`config.mk`:
```
export PLATFORM = sky130hd
export DESIGN_NAME = ram_stream_reader_flat
export DESIGN_NICKNAME = d
export VERILOG_FILES = /design/src/rtl/ram_stream_reader_if.sv /design/src/rtl/ram_stream_reader.sv /design/src/flat_wrapper.sv
export SDC_FILE = /design/constraint.sdc
export NUM_CORES = 1
export LEC_CHECK = 0
export CORE_ASPECT_RATIO = 1.75
export CORE_UTILIZATION = 30
export CTS_CLUSTER_DIAMETER = 100
export DETAILED_ROUTE_END_ITERATION = 10
export HOLD_SLACK_MARGIN = 0.05
export SLEW_MARGIN = 10
export SYNTH_ARGS = -nofsm -noshare
export SYNTH_HDL_FRONTEND = slang
export SYNTH_SLANG_ARGS = --single-unit
```
`constraint.sdc`:
```
create_clock -name i_clk -period 5.55 [get_ports i_clk]
set_clock_uncertainty 0.1 [all_clocks]
set_input_delay 1.11 -clock i_clk [delete_from_list [all_inputs] [get_ports i_clk]]
set_output_delay 1.11 -clock i_clk [all_outputs]
set_load 0.02 [all_outputs]
```
`src/rtl/ram_stream_reader_if.sv`:
```
// rtl/ram_stream_reader_if.sv - command, RAM read port and output stream bundle for ram_stream_reader
// master = reader side, slave = the agent driving commands, RAM data and stream ready.
interface ram_stream_reader_if #(
  parameter int ADDR_WIDTH = 32,
  parameter int DATA_WIDTH = 32,
  parameter int LEN_WIDTH  = 16
);
  logic                  cmd_valid;
  logic                  cmd_ready;
  logic [ADDR_WIDTH-1:0] cmd_addr;
  logic [LEN_WIDTH-1:0]  cmd_len;
  logic                  arvalid;
  logic [ADDR_WIDTH-1:0] raddr;
  logic [DATA_WIDTH-1:0] rdata;
  logic                  rvalid;
  logic                  m_valid;
  logic                  m_ready;
  logic [DATA_WIDTH-1:0] m_data;
  logic                  m_last;

  modport master (
    input  cmd_valid, cmd_addr, cmd_len, rdata, rvalid, m_ready,
    output cmd_ready, arvalid, raddr, m_valid, m_data, m_last
  );

  modport slave (
    output cmd_valid, cmd_addr, cmd_len, rdata, rvalid, m_ready,
    input  cmd_ready, arvalid, raddr, m_valid, m_data, m_last
  );
endinterface

```
`src/rtl/ram_stream_reader.sv`:
```
// rtl/ram_stream_reader.sv - burst RAM read initiator with credit-controlled output FIFO
// Optional backpressure counter is built only when RAM_READER_STALL_CNT_EN is defined.
module ram_stream_reader #(
  parameter int ADDR_WIDTH = 32,
  parameter int DATA_WIDTH = 32,
  parameter int LEN_WIDTH  = 16,
  parameter int RDELAY     = 0,
  parameter int FIFO_DEPTH = 4
) (
  input  logic                i_clk,
  input  logic                i_rst,
  ram_stream_reader_if.master bus,
  output logic                o_busy,
  output logic                o_done,
  output logic [31:0]         o_stall_cnt
);
  localparam int PW = $clog2(FIFO_DEPTH);
  localparam int CW = PW + 1;

  typedef enum logic [1:0] {IDLE, ISSUE, DRAIN} state_t;

  state_t                r_state;
  state_t                w_state_next;
  logic                  r_cmd_ready;
  logic                  r_busy;
  logic                  r_done;
  logic                  r_arvalid;
  logic [ADDR_WIDTH-1:0] r_raddr;
  logic [ADDR_WIDTH-1:0] r_base;
  logic [ADDR_WIDTH-1:0] w_raddr_next;
  logic [LEN_WIDTH-1:0]  r_len;
  logic [LEN_WIDTH-1:0]  r_issue_cnt;
  logic [LEN_WIDTH-1:0]  r_out_cnt;
  logic [LEN_WIDTH-1:0]  w_issue_next;
  logic [CW-1:0]         r_count;
  logic [CW-1:0]         w_count_next;
  logic [CW-1:0]         w_used_next;
  logic [PW-1:0]         r_wr_ptr;
  logic [PW-1:0]         r_rd_ptr;
  logic [DATA_WIDTH-1:0] r_mem [FIFO_DEPTH];
  logic                  w_accept;
  logic                  w_push;
  logic                  w_pop;
  logic                  w_m_valid;
  logic                  w_last_out;
  logic                  w_done_next;
  logic                  w_arvalid_next;
  logic                  w_outst_next;

  assign w_m_valid    = (r_count != '0);
  assign w_pop        = w_m_valid && bus.m_ready;
  assign w_push       = bus.rvalid && (r_state != IDLE);
  assign w_accept     = bus.cmd_valid && r_cmd_ready;
  assign w_last_out   = (r_out_cnt == r_len - LEN_WIDTH'(1));
  assign w_count_next = r_count + CW'(w_push) - CW'(w_pop);
  // Credits are predicted one cycle ahead because arvalid is a register.
  assign w_outst_next = (RDELAY != 0) && r_arvalid;
  assign w_used_next  = w_count_next + CW'(w_outst_next);
  assign w_issue_next = w_accept ? '0 : r_issue_cnt + LEN_WIDTH'(r_arvalid);
  assign w_raddr_next = (w_accept ? bus.cmd_addr : r_base) + ADDR_WIDTH'(w_issue_next);

  always_comb begin
    w_state_next   = r_state;
    w_done_next    = 1'b0;
    w_arvalid_next = 1'b0;
    case (r_state)
      IDLE: begin
        if (w_accept) begin
          if (bus.cmd_len != '0) w_state_next = ISSUE;
          else                   w_done_next  = 1'b1;
        end
      end
      ISSUE: begin
        if (w_issue_next == r_len) w_state_next = DRAIN;
      end
      DRAIN: begin
        if (w_pop && w_last_out) begin
          w_state_next = IDLE;
          w_done_next  = 1'b1;
        end
      end
      default: w_state_next = IDLE;
    endcase
    w_arvalid_next = (w_state_next == ISSUE) && (w_used_next < CW'(FIFO_DEPTH));
  end

  always_ff @(posedge i_clk) begin
    if (i_rst) r_state <= IDLE;
    else       r_state <= w_state_next;
  end

  always_ff @(posedge i_clk) begin
    if (i_rst) begin
      r_cmd_ready <= 1'b1;
      r_busy      <= 1'b0;
      r_done      <= 1'b0;
      r_arvalid   <= 1'b0;
      r_raddr     <= '0;
      r_base      <= '0;
      r_len       <= '0;
      r_issue_cnt <= '0;
      r_out_cnt   <= '0;
      r_count     <= '0;
      r_wr_ptr    <= '0;
      r_rd_ptr    <= '0;
    end else begin
      r_cmd_ready <= (w_state_next == IDLE);
      r_busy      <= (w_state_next != IDLE);
      r_done      <= w_done_next;
      r_arvalid   <= w_arvalid_next;
      r_issue_cnt <= w_issue_next;
      r_count     <= w_count_next;
      if (w_accept) begin
        r_base <= bus.cmd_addr;
        r_len  <= bus.cmd_len;
      end
      if (w_accept)   r_out_cnt <= '0;
      else if (w_pop) r_out_cnt <= r_out_cnt + LEN_WIDTH'(1);
      if (w_state_next == ISSUE) r_raddr <= w_raddr_next;
      if (w_push) r_wr_ptr <= r_wr_ptr + PW'(1);
      if (w_pop)  r_rd_ptr <= r_rd_ptr + PW'(1);
    end
  end

  always_ff @(posedge i_clk) begin
    if (w_push && !i_rst) r_mem[r_wr_ptr] <= bus.rdata;
  end

`ifdef RAM_READER_STALL_CNT_EN
  logic [31:0] r_stall_cnt;

  always_ff @(posedge i_clk) begin
    if (i_rst || w_accept) begin
      r_stall_cnt <= '0;
    end else if (w_m_valid && !bus.m_ready && (r_stall_cnt != 32'hFFFF_FFFF)) begin
      r_stall_cnt <= r_stall_cnt + 32'd1;
    end
  end

  assign o_stall_cnt = r_stall_cnt;
`else
  assign o_stall_cnt = 32'd0;
`endif

  // A read request must not escape while reset is being applied.
  assign bus.arvalid   = r_arvalid && !i_rst;
  assign bus.raddr     = r_raddr;
  assign bus.cmd_ready = r_cmd_ready;
  assign bus.m_valid   = w_m_valid;
  assign bus.m_data    = r_mem[r_rd_ptr];
  assign bus.m_last    = w_m_valid && w_last_out;
  assign o_busy        = r_busy;
  assign o_done        = r_done;
endmodule

```
`src/flat_wrapper.sv`:
```
// flat-port wrapper written by rule: the top's interface ports become plain ports
module ram_stream_reader_flat 
#(
  parameter int ADDR_WIDTH = 32,
  parameter int DATA_WIDTH = 32,
  parameter int LEN_WIDTH  = 16,
  parameter int RDELAY     = 0,
  parameter int FIFO_DEPTH = 4
)
  (i_clk, i_rst, o_busy, o_done, o_stall_cnt, bus_cmd_valid, bus_cmd_addr, bus_cmd_len, bus_rdata, bus_rvalid, bus_m_ready, bus_cmd_ready, bus_arvalid, bus_raddr, bus_m_valid, bus_m_data, bus_m_last);
  ram_stream_reader_if #(.ADDR_WIDTH(ADDR_WIDTH), .DATA_WIDTH(DATA_WIDTH), .LEN_WIDTH(LEN_WIDTH)) bus_i ();
  input  logic i_clk;
  input  logic i_rst;
  output logic o_busy;
  output logic o_done;
  output logic [31:0] o_stall_cnt;
  input wire logic [$bits(bus_i.cmd_valid)-1:0] bus_cmd_valid;
  input wire logic [$bits(bus_i.cmd_addr)-1:0] bus_cmd_addr;
  input wire logic [$bits(bus_i.cmd_len)-1:0] bus_cmd_len;
  input wire logic [$bits(bus_i.rdata)-1:0] bus_rdata;
  input wire logic [$bits(bus_i.rvalid)-1:0] bus_rvalid;
  input wire logic [$bits(bus_i.m_ready)-1:0] bus_m_ready;
  output wire logic [$bits(bus_i.cmd_ready)-1:0] bus_cmd_ready;
  output wire logic [$bits(bus_i.arvalid)-1:0] bus_arvalid;
  output wire logic [$bits(bus_i.raddr)-1:0] bus_raddr;
  output wire logic [$bits(bus_i.m_valid)-1:0] bus_m_valid;
  output wire logic [$bits(bus_i.m_data)-1:0] bus_m_data;
  output wire logic [$bits(bus_i.m_last)-1:0] bus_m_last;
  assign bus_i.cmd_valid = bus_cmd_valid;
  assign bus_i.cmd_addr = bus_cmd_addr;
  assign bus_i.cmd_len = bus_cmd_len;
  assign bus_i.rdata = bus_rdata;
  assign bus_i.rvalid = bus_rvalid;
  assign bus_i.m_ready = bus_m_ready;
  assign bus_cmd_ready = bus_i.cmd_ready;
  assign bus_arvalid = bus_i.arvalid;
  assign bus_raddr = bus_i.raddr;
  assign bus_m_valid = bus_i.m_valid;
  assign bus_m_data = bus_i.m_data;
  assign bus_m_last = bus_i.m_last;
  ram_stream_reader #(.ADDR_WIDTH(ADDR_WIDTH), .DATA_WIDTH(DATA_WIDTH), .LEN_WIDTH(LEN_WIDTH), .RDELAY(RDELAY), .FIFO_DEPTH(FIFO_DEPTH)) u_core (.i_clk(i_clk), .i_rst(i_rst), .bus(bus_i), .o_busy(o_busy), .o_done(o_done), .o_stall_cnt(o_stall_cnt));
endmodule
```
---- Yosys cells after proc, flatten, opt, wreduce, memory -nomap -nowiden ----
Memories as Yosys holds them, arrays and structs flattened. A register that Yosys moved wholly into a read port is not among the register bits.
Index checks and enable logic that the tools add are counted.
word-level totals
  bits of input ports ..................... 85
  word-level logic and storage cells ...... 59
  bits in writable memories ............... 128
  memories kept ........................... 1
  register bits after elaboration ......... 125
  output and inout port bits .............. 102
memories
  memory        depth  width  read ports  clocked after Yosys merged registers in  write ports  line                     source
  u_core.r_mem  4      32     1           1                                        1            ram_stream_reader.sv:40  logic [DATA_WIDTH-1:0] r_mem [FIFO_DEPTH];
cells by class
  multiplexer cells ....................... 15
  reductions and logical operators ........ 16
  add/sub/neg operators ................... 8
  eq/ne operators ......................... 5
  magnitude comparators ................... 1
operators by type and width
  kind                   count
  $add 32x16->32         1
  $eq 16x16->1           2
  $mux 32                1
  $add 16x1->16          1
  $add 16x1->16 const B  1
  $mux 16                1
  $reduce_bool 16->1     1
  $sub 16x1->16 const B  1
  $mux 2                 6
  $logic_and 1x1->1      8
  $pmux 2 s3             1
  $mux 1                 5
  $add 2x1->2 const B    2
  $eq 2x1->1 const B     2
  $logic_not 2->1        2
  $reduce_bool 2->1      2
  $add 3x1->3            1
  $lt 3x3->1 const B     1
  $reduce_bool 3->1      1
  $sub 3x1->3            1
  $eq 2x2->1 const B     1
  $pmux 1 s2             1
  $reduce_or 2->1        1
  $logic_not 1->1        1

---- Depth between registers and ports, before layout ----
  word-level depth ........................ 7
  mapped depth ............................ 18
  gate-level depth less buffers ........... 15

---- Worst setup path after synthesis ----
Ideal clock, no wire load.
  kind .................................... input port to flip-flop
  start point ............................. input port bus_cmd_valid
  end point ............................... register u_core.r_raddr[18], in the netlist u_core.bus.raddr[18]
  library setup time ...................... 0.116 ns
  path buffers ............................ 4
  cell stages on the path ................. 15
  data required time ...................... 5.334 ns
  setup slack ............................. 0.551 ns
  arrival time ............................ 4.783 ns
  cells stage by stage .................... and2_1 -> buf_6 -> buf_2 -> buf_1 -> clkbuf_1 -> mux2i_1 -> fa_1 -> nor2b_1 -> o31a_1 -> o41a_1 -> a2111o_1 -> a311oi_2 -> nor3_1 -> xnor2_1 -> a31o_2
on the way
  word-level cells in the longest chain between the ends .. 6
  elaborated cells between the ends (all ways) .. 9
  those cells by class .................... add/sub (1); eq/ne (2); mux (5); reduce/logical (1)
RTL lines
  element                                                                 line                      source
  start: declaration                                                      flat_wrapper.sv:17        input wire logic [$bits(bus_i.cmd_valid)-1:0] bus_cmd_valid;
  $logic_and 1x1->1 (*)                                                   ram_stream_reader.sv:53   assign w_accept = bus.cmd_valid && r_cmd_ready;
  parallel branches: the longest is 5 deep, another holds $add 32x16->32  --
  end signal: assignment                                                  ram_stream_reader.sv:119  if (w_state_next == ISSUE) r_raddr <= w_raddr_next;
  end: declaration                                                        ram_stream_reader.sv:28   logic [ADDR_WIDTH-1:0] r_raddr;
Mark *: on every way between the ends.
A chain may end at the register's enable or synchronous reset.

---- Final worst setup path ----
  start point ............................. register u_core.r_len[0]
  end point ............................... output port bus_m_last
on the way
  word-level cells in the longest chain between the ends .. 3
RTL lines
  element                   line                      source
  start: declaration        ram_stream_reader.sv:31   logic [LEN_WIDTH-1:0] r_len;
  start signal: assignment  ram_stream_reader.sv:115  r_len <= bus.cmd_len;
  $sub 16x1->16             ram_stream_reader.sv:54   assign w_last_out = (r_out_cnt == r_len - LEN_WIDTH'(1));
  $eq 16x16->1              ram_stream_reader.sv:54
  $logic_and 1x1->1         ram_stream_reader.sv:151  assign bus.m_last = w_m_valid && w_last_out;
  end: declaration          flat_wrapper.sv:28        output wire logic [$bits(bus_i.m_last)-1:0] bus_m_last;
No other way between the ends.

==> key figures <==
GRT
  • Total routing resource utilization after global routing: between 15 and 20%
  • Largest net degree at the start of global routing: 55
  • Wire length of the first global-routing pass: 50.0 mm
  • Via count of the first global-routing pass: 8,893
  • Grt ovf: 0
  • Initial antenna violation count: 0

Die
  • Floorplan die area: 41,300 um2
  • Die Ht: 268 um
  • IO Count: 187
  • Initial Util: between 30% and 40%
  • Floorplan core area: between 30,000 and 40,000 um2
  • Standard-cell row count: just under 100
  • Die span in x: about 150 um

Pwr
  • Switching power: roughly 1.5 mW
  • Cell-internal power: 3.56 mW
  • Logic pwr share: 23.3%
  • Cell leakage power: 5.34 nW
  • Max IR drop VDD: around 0.19 mV
  • Power per unit of standard cell area: 338 nW/um2
  • Clk network pwr share: about a third
  • Switching share of power: 29.0%
  • Proportion of power drawn by flip-flops and latches: 43.4%

Worst hold path
  • Hold Startpoint: u_core.r_base[12]$_SDFF_PP0_
  • Cell count of the worst hold path: 2
  • Class of the most critical hold timing path: register to register
  • Worst hold path endpoint: u_core.r_base[12]$_SDFF_PP0_

Logic synthesis
  • Flop and latch count out of synthesis: between 200 and 300
  • Fraction of registers with async set or reset after synthesis: 0%
  • Most frequently used flop master after synthesis: edfxtp_1
  • Synthesized area per cell: about 11 um2
  • Fraction of the yosys area taken by sequential cells: 52.6%
  • Synthesized netlist cell count: ~1,100
  • EDFF count, synth: 128
  • Synthesis warning total: 0
  • Distinct cell type count of the synthesized netlist: 87
  • Netlist area before placement: 12,100 um2

Clocking
  • Inserted Clock Buffers: 26
  • Clock root cell: clkbuf_16
  • Post-CTS setup buffers: 0
  • Maximum number of buffers from clock root to sink: 3
  • Number of buffers inserted by hold repair at cts: 0
  • # H-tree levels: 1
  • Clock network latency to the later pin of the worst-skew pair: 0.55 ns
  • Clock transition at the registers of the reported paths: 0.06 ns
  • Clk sink count: 255
  • Post-CTS sizing: 0
  • TritonCTS clock tree: done

Critical path
  • Critical-path cell list: inv_1 > ha_1 > and2_1 > o21a_1 > o31ai_1 > nor4b_1 > nand4_1 > a211oi_2 > clkdlybuf4s50_1
  • Critical Path AT: around 3.8 ns
  • Worst-case reg-to-reg path depth: 15
  • CP delay by family, top: compound AO/OA/AOI/OAI gates
  • Max stage delay on crit path: 0.73 ns
  • CP endpoint kind: output pin
  • Standard cell with the maximum stage delay on the critical path: clkdlybuf4s50_1
  • Critical path class: register to output pin
  • Launch point of the worst reg-to-reg path: u_core.r_arvalid$_SDFF_PP0_
  • Top fanout value on the critical path: 5
  • Required time of the critical path: between 4 and 5 ns
  • Flop2flop setup slack: 1.24 ns
  • Combined buffer and inverter count along the critical path: 2
  • Kind of launch point of the worst setup path: register
  • Capture point of the worst reg-to-reg path: u_core.bus.raddr[31]$_SDFFE_PP0N_

Timing
  • Slew headroom: 34.9%
  • Sum Neg Setup Slack: 0 ns
  • Min Tclk post-route: 5.05 ns
  • F_max: roughly 200 MHz
  • Max Slew Vio Count: 0
  • Final number of setup-violating endpoints: 0
  • Fraction of the cycle the final worst path needs: 91.0%
  • Transition time of the tightest slew-check pin: 0.977 ns
  • Number of hold violations in the final report: 0
  • Setup repair after global routing missed its margin: no

Placement
  • Final RePlAce weighted congestion: 0.880
  • Post-DP HPWL: between 20 and 25 mm
  • Instance area after placement: 14,000 um2
  • Port Buf Inserts: ~150

Drt
  • Detailed-route wire length per cell: around 19 um
  • Number of DRC markers after the initial detailed-route iteration: 442
  • Detailed Route WL: 32.7 mm
  • Antenna violation net count after detailed routing: 0
  • Via density per instance: roughly 5.0
  • Vias: 8,775
  • Number of DRC violations after detailed routing: 0
  • Length of the first detailed-routing pass in iterations: 4

Cells and area
  • Non-Filler Cell Area, Final: about 15,000 um2
  • Final-stage net count: 1,350
  • Area growth from synthesis to layout: 22.1%
  • Inserted Diodes: 0
  • Count of fill cells added during filler insertion: just under 4,000
  • Fraction of final layout cells sized beyond drive strength 1: 10.1%

Run status
  • Outcome: finished clean

Flow run
  • Max-cap violations: 0
synthesized netlist by cell type, types with 8 or more instances:
library cell	count	area, um2
nand2_1	124	465
and2_1	15	93.8
buf_6	8	90.1
a31oi_1	9	56.3
o21ai_0	31	155
edfxtp_1	128	3840
a21oi_1	59	295
o21ai_1	10	50.1
mux2i_1	22	220
and3_1	12	75.1
dfxtp_1	127	2540
or3_1	10	62.6
nand3_1	28	140
xnor2_1	33	289
buf_4	32	240
nor2_1	82	308
inv_1	27	101
o21a_1	10	75.1
o31ai_1	8	60.1
ha_1	26	325
nor3_1	24	120
nand4_1	17	106
clkbuf_1	31	116
nor4_1	20	125
xor2_1	36	315
buf_1	10	37.5
mux4_2	32	721
flip-flops by register name, summed over array words and instances (netlist names), named ones only:
| signal | count |
|---|---|
| u_core.r_mem | 128 |
| u_core.bus.raddr | 32 |
| u_core.r_base | 32 |
| u_core.r_issue_cnt | 16 |
| u_core.r_len | 16 |
| u_core.r_out_cnt | 16 |
| u_core.r_count | 3 |
| u_core.r_rd_ptr | 2 |
| u_core.r_state | 2 |
| u_core.r_wr_ptr | 2 |
| u_core.bus.cmd_ready | 1 |
| u_core.o_busy | 1 |
| u_core.o_done | 1 |
| u_core.r_arvalid | 1 |
power by group through the flow:
stage          sequential [mW]  combinational [mW]  clock, mW
2_1_floorplan             2.17               0.768          0
3_3_place_gp              2.22                1.17          0
3_5_place_dp              2.22                1.18          0
4_1_cts                   2.18                1.18       1.73
5_1_grt                   2.20                1.25       1.79
6_report                  2.18                1.17       1.67
cell families (layout without fill, tap and decap cells):
group,count (synthesis),after routing,share of synthesized area (%)
AOI/OAI and AO/OA,194,194,10.8
xor gates and xnor gates,69,69,4.98
adders and majority gates,28,28,3.01
buffers and inverters,117,253,5.66
DFF,255,255,52.6
muxes,55,55,7.85
other,1,32,0.0309
and+or+nand+nor,369,369,15.0
worst register-to-register path: stages, from the launching register on:
cell       delay [ns]
dfxtp_1          0.32
ha_1             0.21
ha_1             0.25
nand2_1          0.21
nor2_1           0.12
xnor2_1          0.40
nor2_1           0.09
ha_1             0.27
or3_1            0.41
a211o_1          0.27
a21oi_1          0.34
o211ai_1         0.24
a21o_1           0.27
and3_1           0.18
a2111oi_0        0.43
a31o_1           0.15
layer usage:
layer	wire, um	track usage [%]	vias up
li1	-	-	4223
met5	0	0	-
met2	17800	30.5	236
met3	1270	1.94	84
met1	11600	15.6	4232
met4	2080	10.3	0
area by class of cell:
class	count	area, um2	area share (%)
Clock inverter	13	101	0.684
Clock buffer	33	698	4.71
Tap cell	495	619	4.18
Timing Repair Buffer	180	1730	11.7
Multi-Input combinational cell	747	5180	35.0
Inverter	27	101	0.684
Sequential cell	255	6390	43.1
worst max path at each step:
stage | start | endpoint | slack, ns | cells after the start
global route | u_core.r_len[2]$_SDFFE_PP0P_ | bus_m_last | 0.25 | 8
global placement | bus_cmd_valid | u_core.bus.raddr[31]$_SDFFE_PP0N_ | 0.37 | 13
detailed placement | bus_cmd_valid | u_core.bus.raddr[31]$_SDFFE_PP0N_ | 0.25 | 13
CTS | u_core.r_len[0]$_SDFFE_PP0P_ | bus_m_last | 0.33 | 9
finish | u_core.r_len[0]$_SDFFE_PP0P_ | bus_m_last | 0.50 | 9
floorplan | bus_cmd_valid | u_core.bus.raddr[18]$_SDFFE_PP0N_ | 0.55 | 15
through the flow:
| step | std cells | hold slack, ns | worst slack, ns | utilization, % | total power, mW |
|---|---|---|---|---|---|
| after floorplan | 1119 | 0.344 | 0.551 | - | 2.94 |
| after global routing | 1750 | 0.383 | 0.248 | 37.1 | 5.24 |
| after detailed placement | 1704 | 0.346 | 0.253 | 35.1 | 3.40 |
| final | 1750 | 0.364 | 0.498 | 37.1 | 5.01 |
| after global placement | 1704 | 0.350 | 0.375 | 35.1 | 3.39 |
| after CTS | 1750 | 0.361 | 0.334 | 37.1 | 5.09 |
layout by cell type, fill, tap and decap left out, drive strengths merged, types with 30 or more instances in the layout:
master	n
clkdlybuf4s50	153
edfxtp	128
dfxtp	127
nand2	125
nor2	83
a21oi	60
o21ai	41
xor2	36
xnor2	33
clkbuf	33
mux4	32
conb	32
nand3	30
No activity file was read; power rests on OpenSTA's default activity.
